File: src/rtl/writeback_unit_if.sv
// ---------------------------------------------------------------------------
// writeback_unit_if
// Bundles the writeback stage's bus signals: ALU result input, load
// issue/response handshake, register-file write port and hazard scoreboard.
//   master : core side (decode/ALU/data memory); drives alu_*, ld_issue,
//            ld_rd, ld_resp_*; observes ld_ready, we/rd/data_in, busy,
//            resp_err.
//   slave  : writeback_unit; the reverse directions.
// ---------------------------------------------------------------------------
interface writeback_unit_if;
    logic        alu_valid;
    logic [4:0]  alu_rd;
    logic [31:0] alu_data;
    logic        ld_issue;
    logic [4:0]  ld_rd;
    logic        ld_ready;
    logic        ld_resp_valid;
    logic [31:0] ld_resp_data;
    logic        we;
    logic [4:0]  rd;
    logic [31:0] data_in;
    logic [31:0] busy;
    logic        resp_err;

    modport master (
        output alu_valid, alu_rd, alu_data,
        output ld_issue, ld_rd, ld_resp_valid, ld_resp_data,
        input  ld_ready, we, rd, data_in, busy, resp_err
    );

    modport slave (
        input  alu_valid, alu_rd, alu_data,
        input  ld_issue, ld_rd, ld_resp_valid, ld_resp_data,
        output ld_ready, we, rd, data_in, busy, resp_err
    );
endinterface

File: src/rtl/writeback_unit.sv
// ---------------------------------------------------------------------------
// writeback_unit
// Writeback stage of the RV32I core and sole driver of the register-file
// write port. ALU results take priority; loads are held in a circular queue
// (allocated at issue, filled in order by memory responses, retired in order
// on cycles without an ALU result).
// Ports:
//   clk   : core clock, rising edge
//   rstN  : asynchronous active-low reset
//   bus   : writeback_unit_if.slave (ALU result, load issue/response,
//           we/rd/data_in write port, busy scoreboard, resp_err)
// Parameter:
//   DEPTH : load queue entries, power of two, 2..16
// ---------------------------------------------------------------------------
module writeback_unit #(
    parameter int DEPTH = 4
) (
    input  logic             clk,
    input  logic             rstN,
    writeback_unit_if.slave  bus
);
    localparam int AW = $clog2(DEPTH);
    localparam logic [AW:0] FULL_CNT = DEPTH[AW:0];

    // Pointers carry one extra wrap bit so full and empty are distinguishable.
    logic [AW:0]    r_head;
    logic [AW:0]    r_fill;
    logic [AW:0]    r_tail;
    logic [DEPTH-1:0] r_valid;
    logic [DEPTH-1:0] r_filled;
    logic [4:0]     r_q_rd   [DEPTH];
    logic [31:0]    r_q_data [DEPTH];

    logic           r_we;
    logic [4:0]     r_rd;
    logic [31:0]    r_data;
    logic           r_resp_err;

    logic [AW-1:0]  w_head_idx;
    logic [AW-1:0]  w_fill_idx;
    logic [AW-1:0]  w_tail_idx;
    logic           w_full;
    logic           w_alloc;
    logic           w_fill;
    logic           w_retire;
    logic [4:0]     w_head_rd;
    logic [31:0]    w_head_data;
    logic [31:0]    w_busy;

    assign w_head_idx  = r_head[AW-1:0];
    assign w_fill_idx  = r_fill[AW-1:0];
    assign w_tail_idx  = r_tail[AW-1:0];
    assign w_full      = ((r_tail - r_head) == FULL_CNT);
    assign w_alloc     = bus.ld_issue && !w_full;
    // Only entries that existed before this edge can receive data, so a
    // response in the same cycle as the matching issue is an error.
    assign w_fill      = bus.ld_resp_valid && (r_fill != r_tail);
    assign w_retire    = !bus.alu_valid && r_valid[w_head_idx] && r_filled[w_head_idx];
    assign w_head_rd   = r_q_rd[w_head_idx];
    assign w_head_data = r_q_data[w_head_idx];

    always_comb begin
        w_busy = '0;
        for (int i = 0; i < DEPTH; i++) begin
            if (r_valid[i] && (r_q_rd[i] != 5'd0)) begin
                w_busy[r_q_rd[i]] = 1'b1;
            end
        end
    end

    // Queue control and write-port registers.
    always_ff @(posedge clk or negedge rstN) begin
        if (!rstN) begin
            r_head     <= '0;
            r_fill     <= '0;
            r_tail     <= '0;
            r_valid    <= '0;
            r_filled   <= '0;
            r_we       <= 1'b0;
            r_rd       <= 5'd0;
            r_data     <= 32'd0;
            r_resp_err <= 1'b0;
        end else begin
            if (w_retire) begin
                r_valid[w_head_idx]  <= 1'b0;
                r_filled[w_head_idx] <= 1'b0;
                r_head               <= r_head + 1'b1;
            end
            if (w_fill) begin
                r_filled[w_fill_idx] <= 1'b1;
                r_fill               <= r_fill + 1'b1;
            end else if (bus.ld_resp_valid) begin
                r_resp_err <= 1'b1;
            end
            if (w_alloc) begin
                r_valid[w_tail_idx]  <= 1'b1;
                r_filled[w_tail_idx] <= 1'b0;
                r_tail               <= r_tail + 1'b1;
            end

            if (bus.alu_valid) begin
                r_we   <= (bus.alu_rd != 5'd0);
                r_rd   <= bus.alu_rd;
                r_data <= bus.alu_data;
            end else if (w_retire) begin
                r_we   <= (w_head_rd != 5'd0);
                r_rd   <= w_head_rd;
                r_data <= w_head_data;
            end else begin
                r_we   <= 1'b0;
            end
        end
    end

    // Entry payload needs no reset: it is qualified by r_valid/r_filled.
    always_ff @(posedge clk) begin
        if (w_alloc) begin
            r_q_rd[w_tail_idx] <= bus.ld_rd;
        end
        if (w_fill) begin
            r_q_data[w_fill_idx] <= bus.ld_resp_data;
        end
    end

    assign bus.ld_ready = !w_full;
    assign bus.we       = r_we;
    assign bus.rd       = r_rd;
    assign bus.data_in  = r_data;
    assign bus.busy     = w_busy;
    assign bus.resp_err = r_resp_err;
endmodule

File: src/flat_wrapper.sv
// flat-port wrapper written by rule: the top's interface ports become plain ports
module writeback_unit_flat 
#(
    parameter int DEPTH = 4
)
  (clk, rstN, bus_alu_valid, bus_alu_rd, bus_alu_data, bus_ld_issue, bus_ld_rd, bus_ld_resp_valid, bus_ld_resp_data, bus_ld_ready, bus_we, bus_rd, bus_data_in, bus_busy, bus_resp_err);
  writeback_unit_if bus_i ();
  input  logic clk;
  input  logic rstN;
  input wire logic [$bits(bus_i.alu_valid)-1:0] bus_alu_valid;
  input wire logic [$bits(bus_i.alu_rd)-1:0] bus_alu_rd;
  input wire logic [$bits(bus_i.alu_data)-1:0] bus_alu_data;
  input wire logic [$bits(bus_i.ld_issue)-1:0] bus_ld_issue;
  input wire logic [$bits(bus_i.ld_rd)-1:0] bus_ld_rd;
  input wire logic [$bits(bus_i.ld_resp_valid)-1:0] bus_ld_resp_valid;
  input wire logic [$bits(bus_i.ld_resp_data)-1:0] bus_ld_resp_data;
  output wire logic [$bits(bus_i.ld_ready)-1:0] bus_ld_ready;
  output wire logic [$bits(bus_i.we)-1:0] bus_we;
  output wire logic [$bits(bus_i.rd)-1:0] bus_rd;
  output wire logic [$bits(bus_i.data_in)-1:0] bus_data_in;
  output wire logic [$bits(bus_i.busy)-1:0] bus_busy;
  output wire logic [$bits(bus_i.resp_err)-1:0] bus_resp_err;
  assign bus_i.alu_valid = bus_alu_valid;
  assign bus_i.alu_rd = bus_alu_rd;
  assign bus_i.alu_data = bus_alu_data;
  assign bus_i.ld_issue = bus_ld_issue;
  assign bus_i.ld_rd = bus_ld_rd;
  assign bus_i.ld_resp_valid = bus_ld_resp_valid;
  assign bus_i.ld_resp_data = bus_ld_resp_data;
  assign bus_ld_ready = bus_i.ld_ready;
  assign bus_we = bus_i.we;
  assign bus_rd = bus_i.rd;
  assign bus_data_in = bus_i.data_in;
  assign bus_busy = bus_i.busy;
  assign bus_resp_err = bus_i.resp_err;
  writeback_unit #(.DEPTH(DEPTH)) u_core (.clk(clk), .rstN(rstN), .bus(bus_i));
endmodule
File: config.mk
export PLATFORM = sky130hd
export DESIGN_NAME = writeback_unit_flat
export DESIGN_NICKNAME = d
export VERILOG_FILES = /design/src/rtl/writeback_unit_if.sv /design/src/rtl/writeback_unit.sv /design/src/flat_wrapper.sv
export SDC_FILE = /design/constraint.sdc
export NUM_CORES = 1
export LEC_CHECK = 0
export ABC_AREA = 0
export CAP_MARGIN = 10
export CORE_MARGIN = 5
export CORE_UTILIZATION = 55
export DETAILED_ROUTE_END_ITERATION = 6
export DONT_BUFFER_PORTS = 1
export PLACE_DENSITY = 0.8
export SLEW_MARGIN = 20
export SYNTH_ARGS = -nofsm -noshare
export SYNTH_HDL_FRONTEND = slang
export SYNTH_SLANG_ARGS = --single-unit
File: constraint.sdc
create_clock -name clk -period 3.15 [get_ports clk]
set_clock_uncertainty 0.2 [all_clocks]
set_input_delay 0.63 -clock clk [delete_from_list [all_inputs] [get_ports clk]]
set_output_delay 0.63 -clock clk [all_outputs]
set_load 0.03 [all_outputs]
==> After elaboration in Yosys (flattened, before gate mapping) <==
Memory sizes are Yosys's and may differ from the RTL's.
Index checks and enable logic that the tools add are counted.
{ "totals": {"regBits": 56, "mem_bits_rw": 148, "output_inout_bits": 72, "wordCells": 104, "memories": 2} }
{ "classes": {"add_sub_neg": 4, "order_cmp": 14, "n_eq_ne": 2, "muxes": 37, "bitwise": 11, "n_reduce_logical": 25} }
{ "mem_list": {"columns": ["memory", "depth", "width", "read_ports", "rd_ports_with_merged_regs", "write_ports", "line", "text"], "rows": [
  ["u_core.r_q_data", 4, 32, 1, 0, 1, "writeback_unit.sv:32", "logic [31:0] r_q_data [DEPTH];"],
  ["u_core.r_q_rd", 4, 5, 5, 0, 1, "writeback_unit.sv:31", "logic [4:0] r_q_rd [DEPTH];"]
]} }
{ "ops": {"columns": ["operator", "n"], "rows": [
  ["2-to-1 mux 32 bit", 6],
  ["OR 32 bit", 3],
  ["nonzero test 5 bit", 6],
  ["< comparator 5 x 6 -> 1 bit (second input constant)", 4],
  ["demux 1 bit (select 5 bit)", 4],
  [">= comparator 5 x 1 -> 1 bit (second input constant)", 4],
  ["2-to-1 mux 4 bit", 5],
  ["logical AND 1 bit", 15],
  ["2-to-1 mux 1 bit", 15],
  ["bitwise AND 4 bit", 3],
  ["2-to-1 mux 5 bit", 2],
  ["adder 3 x 1 -> 3 bit (second input constant)", 3],
  ["< comparator 2 x 3 -> 1 bit (second input constant)", 3],
  ["NOT 4 bit", 2],
  ["OR 4 bit", 2],
  ["demux 1 bit (select 2 bit)", 3],
  [">= comparator 2 x 1 -> 1 bit (second input constant)", 3],
  ["binary-select mux 1 bit (select 2 bit)", 2],
  ["equality test 3 bit (second input constant)", 1],
  ["inequality test 3 bit", 1],
  ["subtractor 3 bit", 1],
  ["logical NOT 1 bit", 2],
  ["AND reduction 2 bit", 1],
  ["nonzero test 2 bit", 1],
  ["NOT 1 bit", 1]
]} }

==> Longest topological paths before layout <==
{ "depth": {"word_depth": 11, "depth_mapped": 7} }

==> Worst setup path before layout <==
Ideal clock, no wire load.
{ "synth_timing": {"path_type": "reg2out", "startpoint": "memory u_core.r_q_rd[1][2]", "endpoint": "output bus_busy[3]", "arrival_time_ns": 2.128, "required_time_ns": 2.320, "setup_slack_ns": 0.192, "path_stages_with_launch": 4, "n_path_buf": 1, "path_cell_list": "edfxtp_1 > clkbuf_1 > or3_1 > o311ai_0"} }
{ "synth_lines": {"columns": ["element", "line", "text"], "rows": [
  ["from (decl)", "writeback_unit.sv:31", null],
  ["to (decl)", "flat_wrapper.sv:21", "output wire logic [$bits(bus_i.busy)-1:0] bus_busy;"]
]} }

==> impl_results.md <==
* Outcome: complete, no violations
* Required time of the critical path at 2.32 ns
* Highest fanout seen on the critical path at 11
* Fraction of registers with async set or reset after synthesis at 27.5%
* Setup violators final at 0
* Number of synthesized flops with an enable pin at 148
* Busiest layer in global routing: met2
* Worst setup startpoint: u_core.r_q_rd[2][0]$_DFFE_PP_
* Category of the worst setup path capture point: output port
* Slack of the critical path at 0.0803 ns
* Relative slew slack at 45.0%
* Total overflow reported by the global router at 0
* Path type of the worst setup path: reg2out
* Wire length of the first global-routing pass at 34900 um
* 1st-pass router iterations at 7
* Maximum buffer depth of the clock tree at 3
* Number of vias after detailed routing at 5662
* Worst path cell trace: nor2_1 > o2bb2ai_1 > a221o_1
* Total buffers and inverters traversed by the critical path at 0
* Root Driver: sky130_fd_sc_hd__clkbuf_16
* Share of Yosys cell area claimed by the top area cell type at 48.3%
* Global placement routability congestion at 0.955
* Most numerous cell types in the synthesized netlist: sky130_fd_sc_hd__edfxtp_1, sky130_fd_sc_hd__nand2_1, sky130_fd_sc_hd__dfrtp_1
* Final hold slack at 0.0331 ns
* Maximum cell stage delay along the critical path at 0.62 ns
* Via density per instance at 6.43
* Initial antenna violation count at 0
* Final worst path period need at 3.07 ns
* Sum Neg Setup Slack at 0 ns
* Share of the clock period used by the worst path at 97.5%
* Final hold violation count at 0
* Area used by sequential logic in the layout at 5850 um^2
* Layout Area Growth over Synthesis at 10.6%
* Clock sink total at 204
* Initial Util at 55.7%
* Pwr Density at 1010 nW/um^2
* Max capacitance violation total at 0
* Number of pins exceeding their max-slew limit in the final report at 0
* Core region area at 16500 um^2
* Area contributors post-synth: sky130_fd_sc_hd__edfxtp_1, sky130_fd_sc_hd__dfrtp_1, sky130_fd_sc_hd__mux4_2, sky130_fd_sc_hd__mux2i_1, sky130_fd_sc_hd__nand2_1
* Leakage power at 3.76 nW
* Hold Path Origin: bus_ld_resp_data[20]
* Total global-route track usage at 22.9%
* Worst supply voltage drop on vdd at 0.605 mV
* Cell variety after synth at 48
* Clock tree from TritonCTS: yes
* Remaining antenna violation count after routing at 0
* Kind of path behind the tightest hold check: in2reg
* Yosys warning count at 0
* Unrepaired setup endpoints after global routing: false
* M1 GR Usage at 28.6%
* Cell area after synthesis at 9200 um^2
* Worst reg2reg path startpoint: u_core.r_head[0]$_DFFE_PN0N_
* Row count at 47
* Worst setup timing slack at the placement stage at 0.604 ns
* Global Route met3 Usage at 7.51%
* Highest achievable clock rate at 0.326 GHz
* Latest clock arrival within the worst-skew pair at 0.49 ns
* Post-synthesis register bit count at 204
* Die extent in y at 139 um
* DR WL/cell at 25.2 um
* Dominant cell by count in the synthesized netlist: sky130_fd_sc_hd__edfxtp_1
* Arrival time of the worst setup path at 2.24 ns
* Mean post-synth cell area at 14.4 um^2
* DIE AREA at 19400 um^2
* Portion of the post-synthesis area used by sequential elements at 63.5%
* Cell taking the most area after synthesis: sky130_fd_sc_hd__edfxtp_1
* Highest-delay cell along the critical path: sky130_fd_sc_hd__nor2_1
* Startpoint Class: register
* Post-layout net count at 739
* Multi-input combinational cell area at 3120 um^2
* Die boundary width at 139 um
* Most used flip-flop cell after synthesis: sky130_fd_sc_hd__edfxtp_1
* Number of inserted filler cells in the final layout at 1211
* Number of buffers added by the clock tree synthesis step at 21
* Input/output buffers at 0
* H-tree depth at 1
* Dominant delay contributor by cell family on the critical path: simple AND/OR/NAND/NOR gates
* Number of remaining DRC errors at 0
* Share of cells above drive strength 1 at 15.9%
* Post-CTS setup buffer count at 0
* Total detailed-routing wirelength at 22100 um
* Antenna cell count at 0
* Transition time at the pin with the least slew margin at 0.824 ns
* Cells after synthesis at 637
* Clock-pin slew reported for the worst setup and hold paths after clock tree synthesis at 0.06 ns
* Post-Synthesis Net Count at 730
* Largest net degree at the start of global routing at 82
* Global routing usage on met2 at 38.4%
* HPWL after detailed placement at 15000 um
* Via count of the first global-routing pass at 5901
* Number of primary I/O pins at 151
* Initial DRC Count at 434
## sequential cells by signal (all words and copies together), names as in the netlist
name and flops:
u_core.r_tail 3, u_core.r_filled 4, u_core.bus.data_in 32, u_core.bus.rd 5, u_core.r_q_rd 20, u_core.bus.resp_err 1
u_core.bus.we 1, u_core.r_q_data 128, u_core.r_head 3, u_core.r_fill 3, u_core.r_valid 4
## worst paths after layout
kind                                                 endpoint  slack [ns]  cells after the start
setup reg to reg           u_core.bus.data_in[13]$_DFFE_PN0P_        0.57                      5
min in group asynchronous        u_core.r_filled[1]$_DFF_PN0_        0.51                      2
max in group asynchronous  u_core.bus.data_in[24]$_DFFE_PN0P_        1.98                      2
hold reg to reg                  u_core.r_fill[2]$_DFFE_PN0N_        0.29                      1
hold / removal               u_core.r_q_data[1][20]$_DFFE_PP_        0.03                      0
setup / recovery                                 bus_busy[16]        0.08                      3
## per-stage QoR
stage / area [um^2] / utilization (%) / std cells / power [W]
after CTS: 10200 / 61.6 / 880 / 0.0104
after global routing: 10200 / 61.6 / 880 / 0.0109
after floorplan: 9200 / - / 637 / 0.00707
final: 10200 / 61.6 / 880 / 0.0103
after detailed placement: 9480 / 57.4 / 841 / 0.00799
after global placement: 9480 / 57.4 / 841 / 0.00786
## cells by family after synthesis
kind of cell / synth area share [%]
adder cells (fa/ha/maj): 1.90
AND/OR/NAND/NOR: 8.28
buffers and inverters: 2.58
multiplexers: 13.6
other: 0.0407
XOR/XNOR: 1.05
AO/OA/AOI/OAI: 9.06
flip-flops: 63.5
## what timing repair did
action	CTS	global route
gates resized for setup	0	1
setup endpoints to repair	0	2
endpoints found under the hold margin	56	0
hold buffers	2	0
## metal layers
metal | vias to the layer above | share of wire (%)
li1 | 2480 | -
met1 | 2815 | 37
met2 | 316 | 50
met3 | 51 | 10
met4 | 0 | 2.4
met5 | - | 0
## area by class of cell
| cell class | instances | area share, % |
|---|---|---|
| Sequential cell | 204 | 57.4 |
| Multi-Input combinational cell | 379 | 30.7 |
| Clock buffer | 27 | 5.68 |
| Tap cell | 220 | 2.70 |
| Timing Repair Buffer | 24 | 2.11 |
| Clock inverter | 10 | 0.787 |
| Inverter | 16 | 0.590 |
## where the power goes
| group | internal (W) | switching (W) | total [W] |
|---|---|---|---|
| registers | 0.00369 | 0.000937 | 0.00463 |
| clock network | 0.00138 | 0.000970 | 0.00235 |
| logic | 0.00143 | 0.00191 | 0.00335 |
## placed cells by master (no fill, tap or decap), types with 4 or more instances in the layout
master                      instances
sky130_fd_sc_hd__xnor2_1            9
sky130_fd_sc_hd__nand3_1            9
sky130_fd_sc_hd__nor2b_1            7
sky130_fd_sc_hd__a221o_1           10
sky130_fd_sc_hd__clkbuf_16         21
sky130_fd_sc_hd__o21ai_0           45
sky130_fd_sc_hd__mux2i_1           37
sky130_fd_sc_hd__a22oi_1           10
sky130_fd_sc_hd__inv_1             16
sky130_fd_sc_hd__nand2_1           64
sky130_fd_sc_hd__a32oi_1            9
sky130_fd_sc_hd__o221ai_1          15
sky130_fd_sc_hd__o22ai_1            8
sky130_fd_sc_hd__o211ai_1           4
sky130_fd_sc_hd__nor2_1            24
sky130_fd_sc_hd__a21oi_1            6
sky130_fd_sc_hd__nand3b_1           6
sky130_fd_sc_hd__ha_1              14
sky130_fd_sc_hd__clkinv_1           4
sky130_fd_sc_hd__buf_4             21
sky130_fd_sc_hd__mux4_2            38
sky130_fd_sc_hd__edfxtp_1         148
sky130_fd_sc_hd__nor3b_1            4
sky130_fd_sc_hd__nand2b_1          11
sky130_fd_sc_hd__dfrtp_1           54
sky130_fd_sc_hd__nor3_1             6
No activity file was read; power rests on OpenSTA's default activity.
